<file path="src/rtl/ttc_pkg.sv">
// Shared constants, state encoding and helpers for the legacy TTC receive decoder.
package ttc_pkg;

  localparam logic [1:0] SYM_IDLE = 2'b00;
  localparam logic [1:0] SYM_ONE  = 2'b11;

  localparam logic [3:0] PL_BCR  = 4'b1100;
  localparam logic [3:0] PL_TRIG = 4'b0000;
  localparam logic [3:0] PL_ECR  = 4'b1111;
  localparam logic [3:0] PL_MRST = 4'b0011;

  localparam int BC_MAX_DEF = 3563;

  typedef enum logic [1:0] {
    ST_IDLE = 2'd0,
    ST_PAY1 = 2'd1,
    ST_PAY2 = 2'd2
  } rx_state_e;

  function automatic logic sym_legal(input logic [1:0] sym);
    return (sym == SYM_IDLE) || (sym == SYM_ONE);
  endfunction

endpackage

</file>
<file path="src/rtl/ttc_frame_rx.sv">
// Frame recovery FSM: turns the 2-bit symbol stream into registered command and error pulses.
//   state   | meaning
//   ST_IDLE | hunting for start symbol 11
//   ST_PAY1 | start seen, next symbol is P1
//   ST_PAY2 | P1 captured, next symbol is P2 (decode)
module ttc_frame_rx
  import ttc_pkg::*;
(
  input  logic       clk_40,
  input  logic       rst_40,
  input  logic [1:0] ttc_in,
  input  logic       decode_en,
  output logic       trigger,
  output logic       bcr,
  output logic       ecr,
  output logic       master_reset,
  output logic       frame_error,
  // next-cycle strobes so the counters can load on the same edge that registers the pulse
  output logic       bcr_nxt,
  output logic       ecr_nxt,
  output logic       mrst_nxt,
  output logic       err_nxt
);

  rx_state_e  state_q, state_d;
  logic [1:0] p1_q, p1_d;
  logic       trig_q, trig_d;
  logic       bcr_q, bcr_d;
  logic       ecr_q, ecr_d;
  logic       mrst_q, mrst_d;
  logic       err_q, err_d;

  always_ff @(posedge clk_40 or posedge rst_40) begin
    if (rst_40) begin
      state_q <= ST_IDLE;
      p1_q    <= SYM_IDLE;
      trig_q  <= 1'b0;
      bcr_q   <= 1'b0;
      ecr_q   <= 1'b0;
      mrst_q  <= 1'b0;
      err_q   <= 1'b0;
    end else begin
      state_q <= state_d;
      p1_q    <= p1_d;
      trig_q  <= trig_d;
      bcr_q   <= bcr_d;
      ecr_q   <= ecr_d;
      mrst_q  <= mrst_d;
      err_q   <= err_d;
    end
  end

  always_comb begin
    state_d = state_q;
    p1_d    = p1_q;
    trig_d  = 1'b0;
    bcr_d   = 1'b0;
    ecr_d   = 1'b0;
    mrst_d  = 1'b0;
    err_d   = 1'b0;
    if (!decode_en) begin
      state_d = ST_IDLE;
    end else if (!sym_legal(ttc_in)) begin
      err_d   = 1'b1;
      state_d = ST_IDLE;
    end else begin
      case (state_q)
        ST_IDLE: if (ttc_in == SYM_ONE) state_d = ST_PAY1;
        ST_PAY1: begin
          p1_d    = ttc_in;
          state_d = ST_PAY2;
        end
        ST_PAY2: begin
          state_d = ST_IDLE;
          case ({p1_q, ttc_in})
            PL_BCR:  bcr_d  = 1'b1;
            PL_TRIG: trig_d = 1'b1;
            PL_ECR:  ecr_d  = 1'b1;
            PL_MRST: mrst_d = 1'b1;
            default: ;
          endcase
        end
        default: state_d = ST_IDLE;
      endcase
    end
  end

  assign trigger      = trig_q;
  assign bcr          = bcr_q;
  assign ecr          = ecr_q;
  assign master_reset = mrst_q;
  assign frame_error  = err_q;
  assign bcr_nxt      = bcr_d;
  assign ecr_nxt      = ecr_d;
  assign mrst_nxt     = mrst_d;
  assign err_nxt      = err_d;

endmodule

</file>
<file path="src/rtl/ttc_decoder.sv">
// TTC receive decoder top: frame recovery plus bunch-crossing, event and error counters.
module ttc_decoder
  import ttc_pkg::*;
#(
  parameter int BC_MAX     = BC_MAX_DEF,
  parameter int BCR_OFFSET = 0,
  parameter int EVID_W     = 24
) (
  input  logic              clk_40,
  input  logic              rst_40,
  input  logic [1:0]        ttc_in,
  input  logic              decode_en,
  output logic              trigger,
  output logic              bcr,
  output logic              ecr,
  output logic              master_reset,
  output logic              frame_error,
  output logic [11:0]       bcid,
  output logic [EVID_W-1:0] event_id,
  output logic [7:0]        error_count
);

  localparam logic [11:0]       BC_LAST = 12'(BC_MAX);
  localparam logic [11:0]       BC_LOAD = 12'(BCR_OFFSET);
  localparam logic [EVID_W-1:0] EVID_ONE = {{(EVID_W-1){1'b0}}, 1'b1};

  logic bcr_nxt, ecr_nxt, mrst_nxt, err_nxt;

  logic [11:0]       bcid_q, bcid_d;
  logic [EVID_W-1:0] event_id_q, event_id_d;
  logic [7:0]        error_count_q, error_count_d;

  ttc_frame_rx u_frame_rx (
    .clk_40       (clk_40),
    .rst_40       (rst_40),
    .ttc_in       (ttc_in),
    .decode_en    (decode_en),
    .trigger      (trigger),
    .bcr          (bcr),
    .ecr          (ecr),
    .master_reset (master_reset),
    .frame_error  (frame_error),
    .bcr_nxt      (bcr_nxt),
    .ecr_nxt      (ecr_nxt),
    .mrst_nxt     (mrst_nxt),
    .err_nxt      (err_nxt)
  );

  always_ff @(posedge clk_40 or posedge rst_40) begin
    if (rst_40) begin
      bcid_q        <= '0;
      event_id_q    <= '0;
      error_count_q <= '0;
    end else begin
      bcid_q        <= bcid_d;
      event_id_q    <= event_id_d;
      error_count_q <= error_count_d;
    end
  end

  always_comb begin
    bcid_d        = bcid_q + 12'd1;
    event_id_d    = event_id_q;
    error_count_d = error_count_q;

    // a BCR landing on the wrap cycle must win over the wrap
    if (bcr_nxt || mrst_nxt)  bcid_d = BC_LOAD;
    else if (bcid_q == BC_LAST) bcid_d = '0;

    // the ID advances as the trigger pulse ends, so the pulse carries its own ID
    if (ecr_nxt || mrst_nxt) event_id_d = '0;
    else if (trigger)        event_id_d = event_id_q + EVID_ONE;

    if (mrst_nxt)                              error_count_d = '0;
    else if (err_nxt && error_count_q != 8'hFF) error_count_d = error_count_q + 8'd1;
  end

  assign bcid        = bcid_q;
  assign event_id    = event_id_q;
  assign error_count = error_count_q;

endmodule

</file>
<file path="config.mk">
export PLATFORM = sky130hd
export DESIGN_NAME = ttc_decoder
export DESIGN_NICKNAME = d
export VERILOG_FILES = /design/src/rtl/ttc_pkg.sv /design/src/rtl/ttc_frame_rx.sv /design/src/rtl/ttc_decoder.sv
export SDC_FILE = /design/constraint.sdc
export NUM_CORES = 1
export LEC_CHECK = 0
export CAP_MARGIN = 20
export CORE_UTILIZATION = 37
export CTS_CLUSTER_SIZE = 8
export DETAILED_ROUTE_END_ITERATION = 8
export GPL_ROUTABILITY_DRIVEN = 1
export PLACE_DENSITY_LB_ADDON = 0.12
export SYNTH_ARGS = -nofsm -noshare
export SYNTH_HDL_FRONTEND = slang
export SYNTH_SLANG_ARGS = --single-unit
</file>
<file path="constraint.sdc">
create_clock -name clk_40 -period 2.37 [get_ports clk_40]
set_input_delay 0.237 -clock clk_40 [delete_from_list [all_inputs] [get_ports clk_40]]
set_output_delay 0.237 -clock clk_40 [all_outputs]
set_load 0.1 [all_outputs]
</file>
Word-level counts from Yosys, hierarchy flattened
Cells that the tools add are included.
{ "op_classes": {"add_sub_neg": 3, "mul": 0, "div": 0, "magnitude_cmp": 0, "n_eq_ne": 9, "shifts": 0, "n_mux": 28, "bitwise": 0, "n_reduce_logical": 10} }
{ "ops": {"columns": ["cell", "n"], "rows": [
  ["two-way mux 24 bit", 2],
  ["adder 24 x 1 -> 24 bit, second input constant", 1],
  ["two-way mux 12 bit", 2],
  ["two-way mux 1 bit", 18],
  ["two-way mux 8 bit", 2],
  ["adder 12 x 1 -> 12 bit, second input constant", 1],
  ["equality test 12 bit, second input constant", 1],
  ["adder 8 x 1 -> 8 bit, second input constant", 1],
  ["equality test 4 bit, second input constant", 2],
  ["inequality test 8 bit, second input constant", 1],
  ["two-way mux 2 bit", 3],
  ["equality test 2 bit, second input constant", 2],
  ["equality test 4 x 2 -> 1 bit, second input constant", 1],
  ["zero test 2 bit", 2],
  ["zero test 4 bit", 1],
  ["inequality test 4 x 3 -> 1 bit, second input constant", 1],
  ["case mux 2 bit (2 select lines)", 1],
  ["nonzero test 2 bit", 2],
  ["logical OR 1 bit", 3],
  ["AND reduction 3 bit", 1],
  ["equality test 2 x 1 -> 1 bit, second input constant", 1],
  ["logical AND 1 bit", 1]
]} }
{ "totals": {"reg_bits": 53, "latch_bits": 0, "mem_bits_rw": 0, "romBits": 0, "input_bits": 5, "out_inout_bits": 49, "elab_cells": 60, "memories": 0} }

Depth between registers and ports, before layout
Gate-level depths: netlist (run 1).
{ "depth": {"ltp_word": 7, "mapped_depth": 7, "ltp_nobuf": 6} }

Modules after synthesis
A second synthesis (run 1) with hierarchy kept.
{ "unflattened": {"hier_cells": 259, "area_unflattened_um2": 2626.3} }
{ "by_module_without_submodules": {"columns": ["module", "n_inst", "cells_each", "area_per_inst_um2", "seq_area_each_um2"], "rows": [
  ["ttc_decoder", 1, 232, 2237.1, 1101.1],
  ["ttc_frame_rx", 1, 27, 389.1, 225.2]
]} }

Worst setup path after synthesis (run 1)
No wires, ideal clock.
{ "synth_path": {"path_type": "reg-to-reg", "from": "register event_id_q[0] (netlist: event_id[0])", "to": "register event_id_q[18] (netlist: event_id[18])", "setup_ns": 0.078, "t_arrival_ns": 2.535, "required_time_ns": 2.292, "setup_slack_ns": -0.243, "stages_incl_launch_ff": 8, "path_buffers": 2, "period_less_slack_ns": 2.613, "path_cell_list": "dfrtp_1 -> ha_1 -> clkbuf_1 -> nand4_1 -> or4_1 -> buf_2 -> or3_1 -> a21oi_1"} }
{ "synth_between": {"elab_chain_len": 3} }
{ "synth_lines": {"columns": ["element", "line", "rtl"], "rows": [
  ["from (decl)", "ttc_decoder.sv:30", "logic [EVID_W-1:0] event_id_q, event_id_d;"],
  ["from (signal assigned)", "ttc_decoder.sv:56", "event_id_q <= event_id_d;"],
  ["adder 24 x 1 -> 24 bit", "ttc_decoder.sv:72", "else if (trigger) event_id_d = event_id_q + EVID_ONE;"],
  ["two-way mux 24 bit", "ttc_decoder.sv:72", null],
  ["two-way mux 24 bit", "ttc_decoder.sv:71", "if (ecr_nxt || mrst_nxt) event_id_d = '0;"]
]} }
Every way passes these cells. The select of a mux whose other input is x is not followed.
A chain may end at the register's enable or synchronous reset.

Final worst setup path (run 1)
{ "layout_path": {"from": "register bcid_q[6] (netlist: bcid[6])", "to": "register bcid_q[11] (netlist: bcid[11])"} }
{ "layout_between": {"elab_chain_len": 3, "word_cells_on_any_way": 4, "classes_between": "add/sub (1); eq/ne (1); mux (2)"} }
{ "layout_lines": {"columns": ["element", "line", "rtl"], "rows": [
  ["from (decl)", "ttc_decoder.sv:29", "logic [11:0] bcid_q, bcid_d;"],
  ["from (signal assigned)", "ttc_decoder.sv:55", "bcid_q <= bcid_d;"],
  ["adder 12 x 1 -> 12 bit or equality test 12 bit (tied branches)", "ttc_decoder.sv:62, ttc_decoder.sv:68", null],
  ["two-way mux 12 bit (*)", "ttc_decoder.sv:68", "else if (bcid_q == BC_LAST) bcid_d = '0;"],
  ["two-way mux 12 bit (*)", "ttc_decoder.sv:67", "if (bcr_nxt || mrst_nxt) bcid_d = BC_LOAD;"],
  ["net bcid_d[11]", "ttc_decoder.sv:29", null]
]} }
Mark *: on every way through the listed nets, which the timed path passes. The rest lies on a longest branch.

==> results of run 1 <==
[logic make-up (layout without fill, tap and decap cells)]
group           after synthesis  in the layout  synth area share
fa+ha+maj                     7              7            0.0336
xor+xnor                     26             26            0.0873
compound gates               32             32            0.0710
flops                        53             53             0.508
simple gates                124            124             0.259
mux                           4              4            0.0163
buf+inv                      15             75            0.0240
[worst max-delay path: stages (launching register included)]
cell and delay, ns:
dfrtp_1 0.46, and4_1 0.25, nand2_1 0.07, o41ai_1 0.71
buf_4 0.28, nor2_1 0.06
[power groups by stage]
stage	combinational (mW)	sequential [mW]	clock, mW
floorplan	0.420	2.30	0
global placement	1.80	1.30	0
detailed placement	1.81	1.30	0
CTS	1.81	1.29	0.555
global route	1.90	1.32	0.580
finish	1.80	1.28	0.521
[cell usage after synthesis (8+ instances only)]
master / n / area share
inv_1: 8 / 0.012
a21oi_1: 12 / 0.023
nor2_1: 36 / 0.052
nand4_1: 16 / 0.038
xnor2_1: 12 / 0.040
xor2_1: 14 / 0.047
o21ai_0: 9 / 0.017
and3_1: 9 / 0.022
nand2_1: 16 / 0.023
nand3_1: 12 / 0.023
dfrtp_1: 53 / 0.51
[stage by stage]
step                setup slack [ns]   util  instances  hold WS [ns]
floorplan                     0.0119      -        261         0.389
global placement               0.188  0.467        409         0.521
detailed placement             0.143  0.467        409         0.531
CTS                            0.426  0.480        417         0.306
global route                   0.296  0.480        417         0.334
finish                         0.431  0.480        417         0.286
[cell type report]
class,count,area [um2]
sequential,53,1340
multi-input combinational,193,1220
inverter,8,30.0
tap,96,120
clock buffer,8,90.1
fill,661,3530
timing repair buffer,59,465
[path summary, 6_finish.rpt]
check / startpoint / endpoint / slack, ns / cells after the start
max reg2reg: bcid[6] / bcid[11] / 0.43 / 5
min in group clk_40: error_count[6] / error_count[6] / 0.54 / 1
max in group asynchronous: rst_40 / u_frame_rx.trigger / 1.53 / 3
min reg2reg: error_count[6] / error_count[6] / 0.54 / 1
max: bcid[6] / bcid[11] / 0.43 / 5
min: rst_40 / event_id[17] / 0.29 / 2
[registers in the layout (all words and copies together), names as in the netlist]
signal and cells:
bcid 12, error_count 8, event_id 24, u_frame_rx.bcr 1
u_frame_rx.ecr 1, u_frame_rx.frame_error 1, u_frame_rx.master_reset 1, u_frame_rx.p1_q 2
u_frame_rx.state_q 2, u_frame_rx.trigger 1
[per-layer routing]
metal  vias to the layer above  routed length, um  global-route usage  share of wire
li1                       1051                  -                   -              -
met1                      1015               2550               0.197           0.47
met2                        36               2620               0.265           0.48
met3                        10                162              0.0318          0.030
met4                         0                 93              0.0621          0.017
met5                         -                  0                   0              0
==> metrics.txt, run 1 <==
sequential share of the synthesized area=0.508; Synth Cell Area=2610 um2; Max-Slew Margin vs Limit=0.468; die area=7390 um2; status=complete, no violations; Avg WL per Cell=13.0 um; clk sinks=53; Total Wirelength=5430 um; Nets=332; Port Buffers=53; # diodes=0; setup bufs post-CTS=0; Ys Warns=0; Initial Util=0.384; Max Slew Vio Count=0; Power Dens Cells=approximately 1100 nW/um2; total power draw=3.60 mW; area of the core=6790 um2; Cell Rows=30; CP arrival=2.13 ns; Die Span Y=between 80 and 90 um; RD Place Congestion=around 0.80; Final min period=approximately 1.9 ns; Clock Power Share=0.145; mean post-synth cell area=10.0 um2; Via density=5.06; Non-Filler Cell Area, Final=3260 um2; Final period util=0.818; post-synthesis cell count=261; CTS tree=done; most frequent cells in the layout=buf_4, dfrtp_1, nor2_1; synth-to-layout area growth=25.1%; Gate power share=0.499; gr usage total=0.157; max-cap viol count=0; # hold bufs at CTS=0; Worst-Skew Late Latency=~0.31 ns; required time of the critical path=2.57 ns; CTS max path bufs=2; Post-Syn Nets=273; io pins=54; Post-synth top flop=dfrtp_1; Die X=roughly 86 um; Yosys reg bits=53; setup_tns=0 ns; drt drc=0; EDFF count, synth=0; CP startpoint kind=flip-flop; H-tree levels=2; Reg clk slew, reported paths=0.09 ns; Fmax=516 MHz; Worst Skew=between 0.007 and 0.008 ns; HP Class=input pin to asynchronous set/reset pin; synth unique cells=36; DR iter-0 viols=62; P_sw=1.89 mW; DP Area=3170 um2; most common cell after layout, fill and taps aside=buf_4; Post-synth ARST share=1.00; vias=2,112; Power Internal=roughly 1.7 mW; critical path type=flip-flop to flip-flop; number of gates resized after CTS=0; part of the power in registers=0.356; switch share=0.524; Post-DP HPWL=3950 um; first-pass GRT wire length=9070 um; vias in the first global route=between 1,500 and 2,000; final setup fails=0; Crit Path Max Fanout=8; RSZ-0062 raised after global routing=false; CTS buffer count=5; maximum VDD drop=0.996 mV; initial antenna violation count=0; Antenna Violating Nets Remaining=0; CP endpoint kind=flip-flop; GRT Residual Overflow=0; Static Leakage=1.40 nW; pin count of the biggest net entering global routing=30; slew at the pin with the worst max-slew slack=0.788 ns; Detailed Routing Iterations Pass 1=4; Root Buffer=clkbuf_8; share of cells above drive strength 1=0.243; endpoints failing hold=0
Power figures use the tool's default switching activity.
==> run 2, diff against run 1 <==
==> constraint.sdc (replaced) <==
create_clock -name clk_40 -period 2 [get_ports clk_40]
set_input_delay 0.2 -clock clk_40 [delete_from_list [all_inputs] [get_ports clk_40]]
set_output_delay 0.2 -clock clk_40 [all_outputs]
set_load 0.1 [all_outputs]
==> run 2 against run 1 <==
  * Power is 21% higher
  * Die area stayed put
  * Combinational power is 19% higher
  * First-iteration DRC count is 4.8% lower
  * Largest cell class unchanged
  * Worst hold slack worse by 0.040 ns
  * Critical path depth is 1 lower
  * Maximum frequency is 7.9% higher
  * Setup slack worse by 0.23 ns
  * Routed wire length is 1.7% higher
  * Sequential share of layout area is 0.38 points lower
  * Highest routed layer unchanged
==> metrics.txt, run 2 (same netlist as run 1, synthesis figures left out) <==
status=complete, no violations (unchanged); FF-to-FF setup slack=0.20 ns (was 0.43 ns); Fmax=556 MHz (was 516 MHz); drt drc=0 (unchanged); Die X=86.0 um (unchanged); # hold bufs at CTS=0 (unchanged); required time of the critical path=2.23 ns (was 2.57 ns); most common cell after layout, fill and taps aside=buf_4 (unchanged); initial antenna violation count=0 (unchanged); Via density=5.01 (was 5.06); die area=7390 um2 (unchanged); CP startpoint kind=flip-flop (unchanged); Antenna Violating Nets Remaining=0 (unchanged); CP arrival=2.03 ns (was 2.13 ns); pin count of the biggest net entering global routing=54 (was 30); Port Buffers=53 (unchanged); io pins=54 (unchanged); WHS=0.246 ns (was 0.286 ns); HP Class=input pin to asynchronous set/reset pin (unchanged); Reg clk slew, reported paths=0.09 ns (about the same); Root Buffer=clkbuf_8 (unchanged); Worst Skew=0.00593 ns (was 0.00781 ns); RSZ-0062 raised after global routing=false (unchanged); setup_tns=0 ns (unchanged); critical path type=flip-flop to flip-flop (unchanged); CTS tree=done (unchanged); Nets=339 (was 332); max-cap viol count=0 (unchanged); CTS max path bufs=2 (unchanged); pre-CTS setup slack=-0.0531 ns (was 0.143 ns); RD Place Congestion=0.770 (was 0.799); max reg flops=24 (unchanged); GRT Residual Overflow=0 (unchanged); Max Slew Vio Count=0 (unchanged); Cell Rows=30 (unchanged); final setup margin=0.202 ns (was 0.431 ns); most frequent cells in the layout=buf_4, nor2_1, dfrtp_2 (was buf_4, dfrtp_1, nor2_1); clk sinks=53 (unchanged); area of the core=6790 um2 (unchanged); vias in the first global route=1,956 (was 1,937); Die Span Y=86.0 um (unchanged); Worst-Skew Late Latency=0.30 ns (was 0.31 ns); Initial Util=0.384 (unchanged); DP Area=3270 um2 (was 3170 um2); DR iter-0 viols=59 (was 62); slew at the pin with the worst max-slew slack=0.462 ns (was 0.788 ns); Detailed Routing Iterations Pass 1=4 (unchanged); number of gates resized after CTS=0 (unchanged); synth-to-layout area growth=29.2% (was 25.1%); gr usage total=0.158 (was 0.157); CP endpoint kind=flip-flop (unchanged); Avg WL per Cell=13.0 um (about the same); share of cells above drive strength 1=0.345 (was 0.243); Post-Layout Cell Count=424 (was 417); Non-Filler Cell Area, Final=3370 um2 (was 3260 um2); Post-DP HPWL=3990 um (was 3950 um); Crit Path Max Fanout=7 (was 8); maximum VDD drop=1.33 mV (was 0.996 mV); Total Wirelength=5520 um (was 5430 um); # diodes=0 (unchanged); endpoints failing hold=0 (unchanged); setup bufs post-CTS=0 (unchanged); Power Dens Cells=1290 nW/um2 (was 1100 nW/um2); Final period util=0.899 (was 0.818); Max-Slew Margin vs Limit=0.690 (was 0.468); CTS buffer count=5 (unchanged); Final min period=1.80 ns (was 1.94 ns); vias=2,126 (was 2,112); Static Leakage=1.43 nW (was 1.40 nW); placed insts=416 (was 409); H-tree levels=2 (unchanged); first-pass GRT wire length=9230 um (was 9070 um); final setup fails=0 (unchanged)
==> run 2: final cells by class <==
cell class	instances	area [um2]
sequential	53	1370
fill	657	3420
multi-input combinational	193	1230
timing repair buffer	66	518
inverter	8	30.0
clock buffer	7	96.3
clock inverter	1	5.00
tap	96	120
==> run 2: path summary, 6_finish.rpt <==
path,startpoint,end,cells past startpoint
setup / recovery,event_id[2],event_id[20],4
hold reg to reg,bcid[0],bcid[0],1
hold / removal,rst_40,event_id[21],3
min in group clk_40,bcid[0],bcid[0],1
max in group asynchronous,rst_40,event_id[22],3
setup reg to reg,event_id[2],event_id[20],4
==> run 2: critical path, cell delays in order (launching register included) <==
cell and delay, ns:
dfrtp_2 0.45, nand4_4 0.12, or4_1 0.67, or3_1 0.35
a21oi_1 0.14
==> run 2: stage by stage <==
stage	total power, mW	utilization
floorplan	3.25	-
global placement	3.72	0.481
detailed placement	3.74	0.481
CTS	4.42	0.496
global route	4.61	0.496
finish	4.36	0.496
==> run 2: routing by layer <==
metal	vias up	track usage	part of all wire
met5	-	0	0
met4	0	0.0470	0.011
met3	5	0.0298	0.034
met2	36	0.262	0.49
met1	1021	0.209	0.47
li1	1064	-	-
==> run 2: where the power goes <==
| group | switching [mW] | internal (mW) | leakage (nW) |
|---|---|---|---|
| combinational | 1.64 | 0.508 | 0.807 |
| clock | 0.343 | 0.314 | 0.0542 |
| sequential | 0.272 | 1.28 | 0.569 |
| total | 2.26 | 2.10 | 1.43 |
==> run 3, diff against run 2 <==
--- a/config.mk
+++ b/config.mk
@@ -5,7 +5,7 @@
 export SDC_FILE = /design/constraint.sdc
 export NUM_CORES = 1
 export LEC_CHECK = 0
-export CAP_MARGIN = 20
+export CORE_ASPECT_RATIO = 2
 export CORE_UTILIZATION = 37
 export CTS_CLUSTER_SIZE = 8
 export DETAILED_ROUTE_END_ITERATION = 8
==> run 3 against run 2 <==
  * Die area grew 0.27%
  * Routed wire length grew 12%
  * Clock power grew 33%
  * Final area grew 3.0%
  * First-iteration DRC count grew 15%
==> metrics.txt, run 3 (same netlist as run 1, synthesis figures left out) <==
RD Place Congestion=0.784 (was 0.770); Antenna Violating Nets Remaining=0 (unchanged); Clock Power Share=0.188 (was 0.151); Critical-path top delay cell=or4_1 (unchanged); Gate power share=0.475 (was 0.494); Die Span Y=121 um (was 86.0 um); Post-Layout Cell Count=425 (was 424); initial antenna violation count=0 (unchanged); pin count of the biggest net entering global routing=54 (unchanged); DR iter-0 viols=68 (was 59); critical path type=flip-flop to flip-flop (unchanged); switch share=0.502 (was 0.518); Initial Util=0.379 (was 0.384); synth-to-layout area growth=33.1% (was 29.2%); Post-DP HPWL=4620 um (was 3990 um); Largest delay share family, worst path=simple AND/OR/NAND/NOR gates (unchanged); endpoints failing hold=0 (unchanged); first-pass GRT wire length=10,100 um (was 9230 um); CP startpoint kind=flip-flop (unchanged); Final period util=0.909 (was 0.899); io pins=54 (unchanged); Max-Slew Margin vs Limit=0.626 (was 0.690); Via density=5.28 (was 5.01); CP endpoint kind=flip-flop (unchanged); Nets=346 (was 339); # hold bufs at CTS=0 (unchanged); clk sinks=53 (unchanged); Detailed Routing Iterations Pass 1=4 (unchanged); RSZ-0062 raised after global routing=false (unchanged); FILL cells=682 (was 657); number of gates resized after CTS=0 (unchanged); total power draw=4.63 mW (was 4.36 mW); Die X=61.4 um (was 86.0 um); setup bufs post-CTS=0 (unchanged); Finished Core Util=0.504 (was 0.496); FF-to-FF setup slack=0.18 ns (was 0.20 ns); Power Dens Cells=1330 nW/um2 (was 1290 nW/um2); register area=1370 um2 (unchanged); part of the power in registers=0.336 (was 0.355); Port Buffers=53 (unchanged); CTS buffer count=5 (unchanged); CTS tree=done (unchanged); P_sw=2.32 mW (was 2.26 mW); share of cells above drive strength 1=0.352 (was 0.345); gr usage total=0.185 (was 0.158); slew at the pin with the worst max-slew slack=0.554 ns (was 0.462 ns); Crit Path Max Fanout=7 (unchanged); Reg clk slew, reported paths=0.07 ns (was 0.09 ns); most common cell after layout, fill and taps aside=buf_4 (unchanged); Cell Rows=43 (was 30); CP Cell Sequence=nand4_4, or4_1, or3_1, a21oi_1 (unchanged); status=complete, no violations (unchanged); Worst Path Buf+Inv=0 (unchanged); Worst-Skew Late Latency=0.29 ns (was 0.30 ns); Power Internal=2.30 mW (was 2.10 mW); placed insts=417 (was 416); max-cap viol count=0 (unchanged); multi-input logic area=1230 um2 (unchanged); die area=7410 um2 (was 7390 um2); GRT Residual Overflow=0 (unchanged); HP Class=input pin to asynchronous set/reset pin (unchanged); maximum VDD drop=1.20 mV (was 1.33 mV); Static Leakage=1.48 nW (was 1.43 nW); Worst Skew=0.00437 ns (was 0.00593 ns); H-tree levels=2 (unchanged); Max Slew Vio Count=0 (unchanged); area of the core=6890 um2 (was 6790 um2); # diodes=0 (unchanged); Final min period=1.82 ns (was 1.80 ns); CP arrival=2.03 ns (about the same); CTS max path bufs=2 (unchanged); drt drc=0 (unchanged); setup_tns=0 ns (unchanged); required time of the critical path=2.22 ns (was 2.23 ns); CP max stage delay=0.68 ns (was 0.67 ns); max reg flops=24 (unchanged); Avg WL per Cell=14.6 um (was 13.0 um); Root Buffer=clkbuf_16 (was clkbuf_8); most frequent cells in the layout=buf_4, nor2_1, dfrtp_2 (unchanged); vias=2,244 (was 2,126); WHS=0.271 ns (was 0.246 ns); final setup fails=0 (unchanged); Total Wirelength=6190 um (was 5520 um); vias in the first global route=2,218 (was 1,956); Fmax=550 MHz (was 556 MHz)
-- run 3: changes by cell type in the layout (fill, tap and decap cells not counted) --
cell | before | now
buf_4 | 61 | 67
clkbuf_16 | 0 | 5
clkbuf_1 | 0 | 2
clkbuf_8 | 7 | 1
clkinv_2 | 1 | 0
buf_12 | 1 | 2
-- run 3: layer usage --
layer	global-route usage	up-vias	part of all wire
met5	0	-	0
met4	0.0833	0	0.025
met3	0.0321	11	0.032
met2	0.337	52	0.58
met1	0.194	1103	0.36
li1	-	1078	-
-- run 3: worst min-delay path, delay by kind of cell --
family	cells	cell delay (ns)
buffers and inverters	3	0.74
-- run 3: path summary, 6_finish.rpt --
| path | from | endpoint | cells past startpoint |
|---|---|---|---|
| setup / recovery | event_id[4] | event_id[20] | 4 |
| hold / removal | rst_40 | bcid[11] | 3 |
| setup reg to reg | event_id[4] | event_id[20] | 4 |
| hold reg to reg | bcid[0] | bcid[0] | 1 |
| max in group asynchronous | rst_40 | event_id[6] | 3 |
| min in group clk_40 | bcid[0] | bcid[0] | 1 |
-- run 3: through the flow --
stage	setup slack, ns	instance area (um2)
2_1_floorplan	-0.186	2680
3_3_place_gp	-0.0798	3330
3_5_place_dp	-0.0784	3330
4_1_cts	0.170	3470
5_1_grt	0.109	3470
6_report	0.182	3470
-- run 3: area by class of cell --
class / instances / share of cell area
Clock buffer: 8 / 0.0421
Timing Repair Buffer: 73 / 0.168
Inverter: 8 / 0.00865
Tap cell: 90 / 0.0324
Sequential cell: 53 / 0.394
Multi-Input combinational cell: 193 / 0.355
-- run 3: power by group through the flow --
stage / logic (mW) / clock network, mW / registers (mW)
global route: 2.31 / 0.949 / 1.59
global placement: 2.20 / 0 / 1.57
floorplan: 0.505 / 0 / 2.75
finish: 2.20 / 0.871 / 1.56
detailed placement: 2.21 / 0 / 1.57
CTS: 2.21 / 0.902 / 1.55
